## src/rtl/vend_dispense_ctrl.sv

```systemverilog
// Dispense back end: queues product/change requests, serialises motor and
// hopper operations, confirms each via its sensor and faults on timeout.
module vend_dispense_ctrl #(
   parameter int unsigned PULSE_CYCLES = 4,
   parameter int unsigned TIMEOUT      = 1000,
   parameter int unsigned CW           = 3
) (
   input  logic       clk,
   input  logic       rst,
   input  logic       vend,
   input  logic [1:0] change,
   input  logic       product_sensed,
   input  logic       coin5_sensed,
   input  logic       coin10_sensed,
   input  logic       hopper10_empty,
   input  logic       clr_fault,
   output logic       motor_on,
   output logic       eject5,
   output logic       eject10,
   output logic       busy,
   output logic       fault,
   output logic       overflow
);

   localparam int unsigned TW = $clog2(TIMEOUT + 1);
   localparam logic [TW-1:0] T_LAST = TW'(TIMEOUT - 1);
   localparam logic [TW-1:0] P_LAST = TW'(PULSE_CYCLES - 1);

   typedef enum logic [2:0] {
      IDLE, MOTOR, EJ5, WAIT5, EJ10, WAIT10, FAULT
   } state_t;

   state_t          state, state_nx;
   logic [CW-1:0]   prod_cnt, c5_cnt, c10_cnt;
   logic [TW-1:0]   timer;
   logic            conf;
   logic            split, split_done;

   logic            timer_clr;
   logic            prod_dec, c5_dec, c10_dec;
   logic            split_set, split_done_set, split_clr;
   logic            c5_inc, c10_inc;

   assign c5_inc  = (change == 2'b01);
   assign c10_inc = (change == 2'b10);

   function automatic logic [CW-1:0] cnt_next(input logic [CW-1:0] c,
                                              input logic inc,
                                              input logic dec);
      if (inc && !dec)
         return (c == '1) ? c : c + 1'b1;
      if (dec && !inc)
         return c - 1'b1;
      return c;
   endfunction

   always_comb begin
      state_nx       = state;
      timer_clr      = 1'b0;
      prod_dec       = 1'b0;
      c5_dec         = 1'b0;
      c10_dec        = 1'b0;
      split_set      = 1'b0;
      split_done_set = 1'b0;
      split_clr      = 1'b0;
      case (state)
         IDLE: begin
            if (prod_cnt != '0) begin
               state_nx  = MOTOR;
               timer_clr = 1'b1;
            end else if (c10_cnt != '0) begin
               timer_clr = 1'b1;
               // a split interrupted by a fault keeps paying in 5$ coins
               if (split || hopper10_empty) begin
                  state_nx  = EJ5;
                  split_set = 1'b1;
               end else begin
                  state_nx = EJ10;
               end
            end else if (c5_cnt != '0) begin
               state_nx  = EJ5;
               timer_clr = 1'b1;
            end
         end
         MOTOR: begin
            if (product_sensed) begin
               prod_dec = 1'b1;
               state_nx = IDLE;
            end else if (timer == T_LAST) begin
               state_nx = FAULT;
            end
         end
         EJ5: begin
            if (timer == P_LAST)
               state_nx = WAIT5;
         end
         WAIT5: begin
            if (conf || coin5_sensed) begin
               if (!split) begin
                  c5_dec   = 1'b1;
                  state_nx = IDLE;
               end else if (split_done) begin
                  c10_dec   = 1'b1;
                  split_clr = 1'b1;
                  state_nx  = IDLE;
               end else begin
                  split_done_set = 1'b1;
                  timer_clr      = 1'b1;
                  state_nx       = EJ5;
               end
            end else if (timer == T_LAST) begin
               state_nx = FAULT;
            end
         end
         EJ10: begin
            if (timer == P_LAST)
               state_nx = WAIT10;
         end
         WAIT10: begin
            if (conf || coin10_sensed) begin
               c10_dec  = 1'b1;
               state_nx = IDLE;
            end else if (timer == T_LAST) begin
               state_nx = FAULT;
            end
         end
         FAULT: begin
            if (clr_fault)
               state_nx = IDLE;
         end
         default: state_nx = IDLE;
      endcase
   end

   always_ff @(posedge clk or posedge rst) begin
      if (rst)
         state <= IDLE;
      else
         state <= state_nx;
   end

   // Timer runs across an EJ/WAIT pair, so the timeout covers the strobe too
   always_ff @(posedge clk or posedge rst) begin
      if (rst) begin
         timer <= '0;
         conf  <= 1'b0;
      end else begin
         if (timer_clr)
            timer <= '0;
         else if (state inside {MOTOR, EJ5, WAIT5, EJ10, WAIT10})
            timer <= timer + 1'b1;

         if (timer_clr)
            conf <= 1'b0;
         else if ((state == EJ5 && coin5_sensed) || (state == EJ10 && coin10_sensed))
            conf <= 1'b1;
      end
   end

   always_ff @(posedge clk or posedge rst) begin
      if (rst) begin
         split      <= 1'b0;
         split_done <= 1'b0;
      end else if (split_clr) begin
         split      <= 1'b0;
         split_done <= 1'b0;
      end else begin
         if (split_set)
            split <= 1'b1;
         if (split_done_set)
            split_done <= 1'b1;
      end
   end

   always_ff @(posedge clk or posedge rst) begin
      if (rst) begin
         prod_cnt <= '0;
         c5_cnt   <= '0;
         c10_cnt  <= '0;
         overflow <= 1'b0;
      end else begin
         prod_cnt <= cnt_next(prod_cnt, vend, prod_dec);
         c5_cnt   <= cnt_next(c5_cnt, c5_inc, c5_dec);
         c10_cnt  <= cnt_next(c10_cnt, c10_inc, c10_dec);
         if ((vend && !prod_dec && prod_cnt == '1) ||
             (c5_inc && !c5_dec && c5_cnt == '1) ||
             (c10_inc && !c10_dec && c10_cnt == '1))
            overflow <= 1'b1;
      end
   end

   assign motor_on = (state == MOTOR);
   assign eject5   = (state == EJ5);
   assign eject10  = (state == EJ10);
   assign fault    = (state == FAULT);
   assign busy     = (state != IDLE) || (prod_cnt != '0) || (c5_cnt != '0) || (c10_cnt != '0);

endmodule

```

## config.mk

```make
export PLATFORM = sky130hd
export DESIGN_NAME = vend_dispense_ctrl
export DESIGN_NICKNAME = d
export VERILOG_FILES = /design/src/rtl/vend_dispense_ctrl.sv
export SDC_FILE = /design/constraint.sdc
export NUM_CORES = 1
export LEC_CHECK = 0
export CELL_PAD_IN_SITES_DETAIL_PLACEMENT = 0
export CELL_PAD_IN_SITES_GLOBAL_PLACEMENT = 2
export CORE_UTILIZATION = 38
export CTS_BUF_LIST = sky130_fd_sc_hd__clkbuf_4 sky130_fd_sc_hd__clkbuf_8 sky130_fd_sc_hd__clkbuf_16
export DETAILED_ROUTE_END_ITERATION = 10
export PLACE_DENSITY_LB_ADDON = 0.1
export REMOVE_ABC_BUFFERS = 1
export SETUP_SLACK_MARGIN = 0.4
export SYNTH_ARGS = -nofsm -noshare
export SYNTH_HDL_FRONTEND = slang
export SYNTH_SLANG_ARGS = --single-unit
```

## constraint.sdc

```tcl
create_clock -name clk -period 5.2 [get_ports clk]
set_input_delay 1.04 -clock clk [delete_from_list [all_inputs] [get_ports clk]]
set_output_delay 1.04 -clock clk [all_outputs]
set_load 0.01 [all_outputs]
```

# ---- After elaboration in Yosys (flattened, before gate mapping)
# Cells that the tools add are included.
# W data, S select, Z words.
dict set report word_totals {
  reg_bits 26
  inputBits 10
}
dict set report classes {
  add_sub_neg 7
  eq_ne 17
  n_mux 69
  reduce_logical 40
}
# op count
set op_table {}
lappend op_table {{$mux W3} 26}
lappend op_table {{$mux W1} 36}
lappend op_table {{$pmux W3 S7} 1}
lappend op_table {{$mux W10} 2}
lappend op_table {{$eq A3 B3 Y1 const B} 6}
lappend op_table {{$reduce_bool A2 Y1} 7}
lappend op_table {{$reduce_bool A3 Y1} 4}
lappend op_table {{$logic_and A1 B1 Y1} 11}
lappend op_table {{$add A10 B1 Y10 const B} 1}
lappend op_table {{$eq A10 B10 Y1 const B} 1}
lappend op_table {{$eq A10 B2 Y1 const B} 1}
lappend op_table {{$add A3 B1 Y3 const B} 3}
lappend op_table {{$logic_or A1 B1 Y1} 9}
lappend op_table {{$sub A3 B1 Y3 const B} 3}
lappend op_table {{$eq A3 B2 Y1 const B} 2}
lappend op_table {{$logic_not A1 Y1} 6}
lappend op_table {{$reduce_bool A5 Y1} 1}
lappend op_table {{$mux W2} 2}
lappend op_table {{$ne A2 B1 Y1 const B} 2}
lappend op_table {{$ne A4 B4 Y1 const B} 1}
lappend op_table {{$pmux W1 S2} 2}
lappend op_table {{$reduce_and A4 Y1} 1}
lappend op_table {{$eq A3 B1 Y1 const B} 1}
lappend op_table {{$logic_not A3 Y1} 1}
lappend op_table {{other kinds (3)} 3}

# ---- Longest topological paths before layout
dict set report depth {
  word_depth 10
  mapped_depth 12
  mapped_depth_nobuf 11
}

# ---- Worst setup path after synthesis
# No wires, ideal clock.
dict set report synth_timing {
  kind {input port to flip-flop}
  startpoint {input coin5_sensed}
  endpoint {register c10_cnt[1]}
  setup_ns 0.121
  arrival_ns 2.347
  required_time_ns 5.079
  slack_ns 2.732
  cell_stages 10
  cell_sequence {o21ai_0 nor2_1 nand3_1 o21a_1 inv_1 ha_1 nor2b_1 a211oi_1 a21oi_1 o22a_1}
}
dict set report synth_between {
  elab_chain_cells 7
}
# element line
set synth_lines {}
lappend synth_lines {{start, declared} 13} ;# input logic coin5_sensed,
lappend synth_lines {{$logic_or A1 B1 Y1 *} 98} ;# if (conf || coin5_sensed) begin
lappend synth_lines {{$mux W1 *} 98}
lappend synth_lines {{$pmux W1 S2 *} 66} ;# case (state)
lappend synth_lines {{$logic_and A1 B1 Y1 or $logic_not A1 Y1 (tied branches)} {52, 50}}
lappend synth_lines {{$mux W3, or another cell as far along} 52} ;# if (dec && !inc)
lappend synth_lines {{$mux W3, or another cell as far along} 54} ;# return c;
lappend synth_lines {{$mux W3 or $reduce_bool A2 Y1 (tied branches)} -}
lappend synth_lines {{end signal, assigned} 184} ;# c10_cnt <= cnt_next(c10_cnt, c10_inc, c10_dec);
lappend synth_lines {{end, declared} 34} ;# logic [CW-1:0] prod_cnt, c5_cnt, c10_cnt;
# Mark *: on every way between the ends. The rest lies on a longest branch, timed or not. The select of a mux whose other input is x is not followed.
# A chain may end at the register's enable or synchronous reset.

# ---- Final worst setup path
dict set report layout_timing {
  startpoint {register prod_cnt[0]}
  endpoint {output busy}
}
dict set report layout_between {
  elab_chain_cells 4
}
# element line
set layout_lines {}
lappend layout_lines {{start, declared} 34}
lappend layout_lines {{start signal, assigned} 182} ;# prod_cnt <= cnt_next(prod_cnt, vend, prod_dec);
lappend layout_lines {{$reduce_bool A3 Y1} 196} ;# assign busy = (state != IDLE) || (prod_cnt != '0) || (c5_cnt != '0) || (c10_cnt != '0);
lappend layout_lines {{$logic_or A1 B1 Y1 (3 in series)} 196}
lappend layout_lines {{end, declared} 20} ;# output logic busy,
# Every way passes these cells.

==> results.py <==
metrics = {
    "run_status": {
        "outcome": "finished clean",
    },
    "critical_path": {
        "path_cells": "inv_1, ha_1, nand2b_4, nor4_4, nand2_1, clkdlybuf4s50_1",
        "cp_max_fo": 4,
        "critPathSlowestCell": "clkdlybuf4s50_1",
        "start_kind": "flip-flop",
        "critPathBufInv": 2,
        "worstPathRequired_ns": 4.16,
        "cpPeakStageDelay_ns": 0.49,
        "path_delay_family": "buffers and inverters",
        "critical_path_class": "reg2out",
        "end_kind": "primary output",
        "arrival_ns": 1.98,
    },
    "sta": {
        "drv_slew": 0,
        "fmax_mhz": 331.3,
        "finClkSkew_ns": 0.001308,
        "finalCriticalPeriod_ns": 3.018,
        "fin_tns_setup_ns": 0,
        "period_share": 0.5805,
        "setup_viol": 0,
        "tightest_slew_ns": 1.083,
        "slew_headroom": 0.2775,
        "final_hold_viol_count": 0,
        "rsz0062_at_grt": "no",
        "layout_setup_ws_ns": 2.182,
    },
    "run": {
        "cap_violations": 0,
    },
    "synth": {
        "yosysSeqAreaShare": 0.3557,
        "synth.top_cells.by_count": "29 x nor2_1, 26 x dfrtp_1, 18 x inv_1",
        "synth_top_family_by_area": "simple AND/OR/NAND/NOR gates",
        "synthCells": 204,
        "synthAdderAreaFrac": 0.1094,
        "synth_area_leader_cell": "dfrtp_1",
        "syn-cell-area_um2": 1829,
        "yosysUniqueCellTypes": 45,
        "synth_simple_gate_area_share": 0.2702,
        "avgSynthCellArea_um2": 8.967,
        "ys_seq_elements": 26,
        "yosysMostFrequentCell": "nor2_1",
        "synth-edff-count": 0,
        "synthTopCellsByArea": "dfrtp_1 36%, ha_1 11%, nor2_1 6.0%",
        "synth-compound-area-share": 0.1347,
        "yosys-mux-area-fraction": 0,
        "synth-async-reset-ratio": 1.000,
        "yosysWarningCount": 0,
        "synth_top_area_frac": 0.3557,
        "synthXorXnorAreaFrac": 0.06703,
        "synthFlopType": "dfrtp_1",
    },
    "routing": {
        "drt_wl_total_um": 3830,
        "drc_errors": 0,
        "antenna_left": 0,
        "avgRoutedWirePerCell_um": 14.29,
        "drtIter0Drc": 52,
        "first_pass_iters": 4,
        "post_drt_via_cell_ratio": 5.444,
        "via_count": 1459,
    },
    "placement": {
        "pre_cts_ws_ns": 1.992,
        "numPortBuffers": 15,
        "place_hpwl_um": 2927,
        "place_inst": 265,
        "gp_congestion": 0.8016,
    },
    "global_routing": {
        "grt_first_pass_wirelength_um": 6658,
        "grt_max_degree": 27,
        "overflow": 0,
        "grt_pass1_vias": 1444,
        "grt_usage": 0.1673,
        "antenna_found_initial": 0,
    },
    "clock_network": {
        "clk_pin_slew_ns": 0.09,
        "cts_resized": 0,
        "cts_made_buffers": 3,
        "cts_root_buffer": "clkbuf_8",
        "clk_path_buf_depth": 2,
        "h-tree-depth": 1,
        "cts_hold_buf": 0,
        "insertion_delay_ns": 0.27,
        "clock_sinks": 26,
        "postCtsSetupBuffers": 0,
        "cts_tree": "done",
    },
    "floorplanning": {
        "num_rows": 24,
        "fp.coreArea_um2": 4504,
        "die_w_um": 71.38,
        "ioPinCount": 16,
        "dieArea_um2": 5095,
        "initial_core_util": 0.4061,
        "die_y_um": 71.38,
    },
    "finish": {
        "fin_util": 0.4525,
        "layoutNonFillerInstCount": 268,
        "syn2layout_area_growth_pct": 11.42,
        "n_antenna_cell": 0,
        "drive_above_1_share": 0.05093,
        "nets": 244,
    },
    "pwr": {
        "power.density_nw_per_um2": 454.2,
        "p_leak_nw": 0.9275,
        "ir_drop_uv": 184.8,
    },
    "min_path": {
        "hold_class": "reg2reg",
    },
}
[area by class of cell]
| type | instances | area [um^2] |
|---|---|---|
| fill | 449 | 2466 |
| multi-input combinational | 154 | 1064 |
| tap | 52 | 65.06 |
| clock buffer | 3 | 41.29 |
| inverter | 18 | 67.56 |
| sequential | 26 | 650.6 |
| timing repair buffer | 15 | 150.1 |
[logic make-up (layout without fill, tap and decap cells)]
logic type,Yosys count,count (layout)
xor gates and xnor gates,14,14
adders and majority gates,16,16
AOI/OAI and AO/OA,36,36
and+or+nand+nor,88,88
buffers and inverters,24,36
DFF,26,26
[metrics by stage]
step	power, mW	hold WS, ns	instance area [um^2]
after floorplan	0.6920	0.5055	1782
after global placement	0.7963	0.5206	1997
after detailed placement	0.8129	0.4966	1997
after CTS	0.9348	0.5352	2038
after global routing	1.019	0.5559	2038
final	0.9258	0.5193	2038
[state kept, by name, summed over array words and instances, names as in the netlist]
| signal | cells |
|---|---|
| c10_cnt | 3 |
| c5_cnt | 3 |
| conf | 1 |
| overflow | 1 |
| prod_cnt | 3 |
| split | 1 |
| split_done | 1 |
| state | 3 |
| timer | 10 |
[cells in the final DEF, fill, tap and decap left out, types with 5 or more instances in the layout]
cell type | synthesis | routed
nor2_1 | 29 | 29
dfrtp_1 | 26 | 26
inv_1 | 18 | 18
ha_1 | 16 | 16
clkdlybuf4s50_1 | 0 | 15
nand2_1 | 12 | 12
nand3_1 | 11 | 11
xnor2_1 | 8 | 8
a21oi_1 | 8 | 8
a31oi_1 | 7 | 7
nand2b_1 | 6 | 6
xor2_1 | 6 | 6
o21ai_0 | 5 | 5
nand3b_1 | 5 | 5
[path summary, 6_finish.rpt]
path,start,endpoint,cells after the start,slack [ns]
worst max-delay path,prod_cnt[0],busy,6,2.18
worst min register to register,overflow,overflow,2,0.52
max in group asynchronous,rst,conf,2,3.22
worst min-delay path,overflow,overflow,2,0.52
worst max register to register,state[1],c10_cnt[0],9,2.93
min in group asynchronous,rst,prod_cnt[2],2,1.33
[routing by layer]
metal	vias up	track usage	wire, um
met3	2	0.02110	77
met4	0	0.04000	20
met5	-	0	0
li1	730	-	-
met1	710	0.2080	1728
met2	17	0.3069	2004
[power breakdown]
group / switching (mW) / total [mW] / leakage (nW) / internal, mW
combinational: 0.251 / 0.461 / 0.587 / 0.210
clock: 0.0648 / 0.117 / 0.0216 / 0.0520
sequential: 0.0816 / 0.348 / 0.319 / 0.267
total: 0.397 / 0.926 / 0.928 / 0.529
[worst reg2reg max path, cell delays in order (launching register included)]
cell and delay (ns):
dfrtp_1 0.55, o21ai_0 0.23, nor2_1 0.22, nand3_1 0.10, o21a_1 0.13, ha_1 0.21, nor2b_1 0.28, inv_1 0.07
a31oi_1 0.26, xnor2_1 0.15
(Power assumes the default switching activity.)
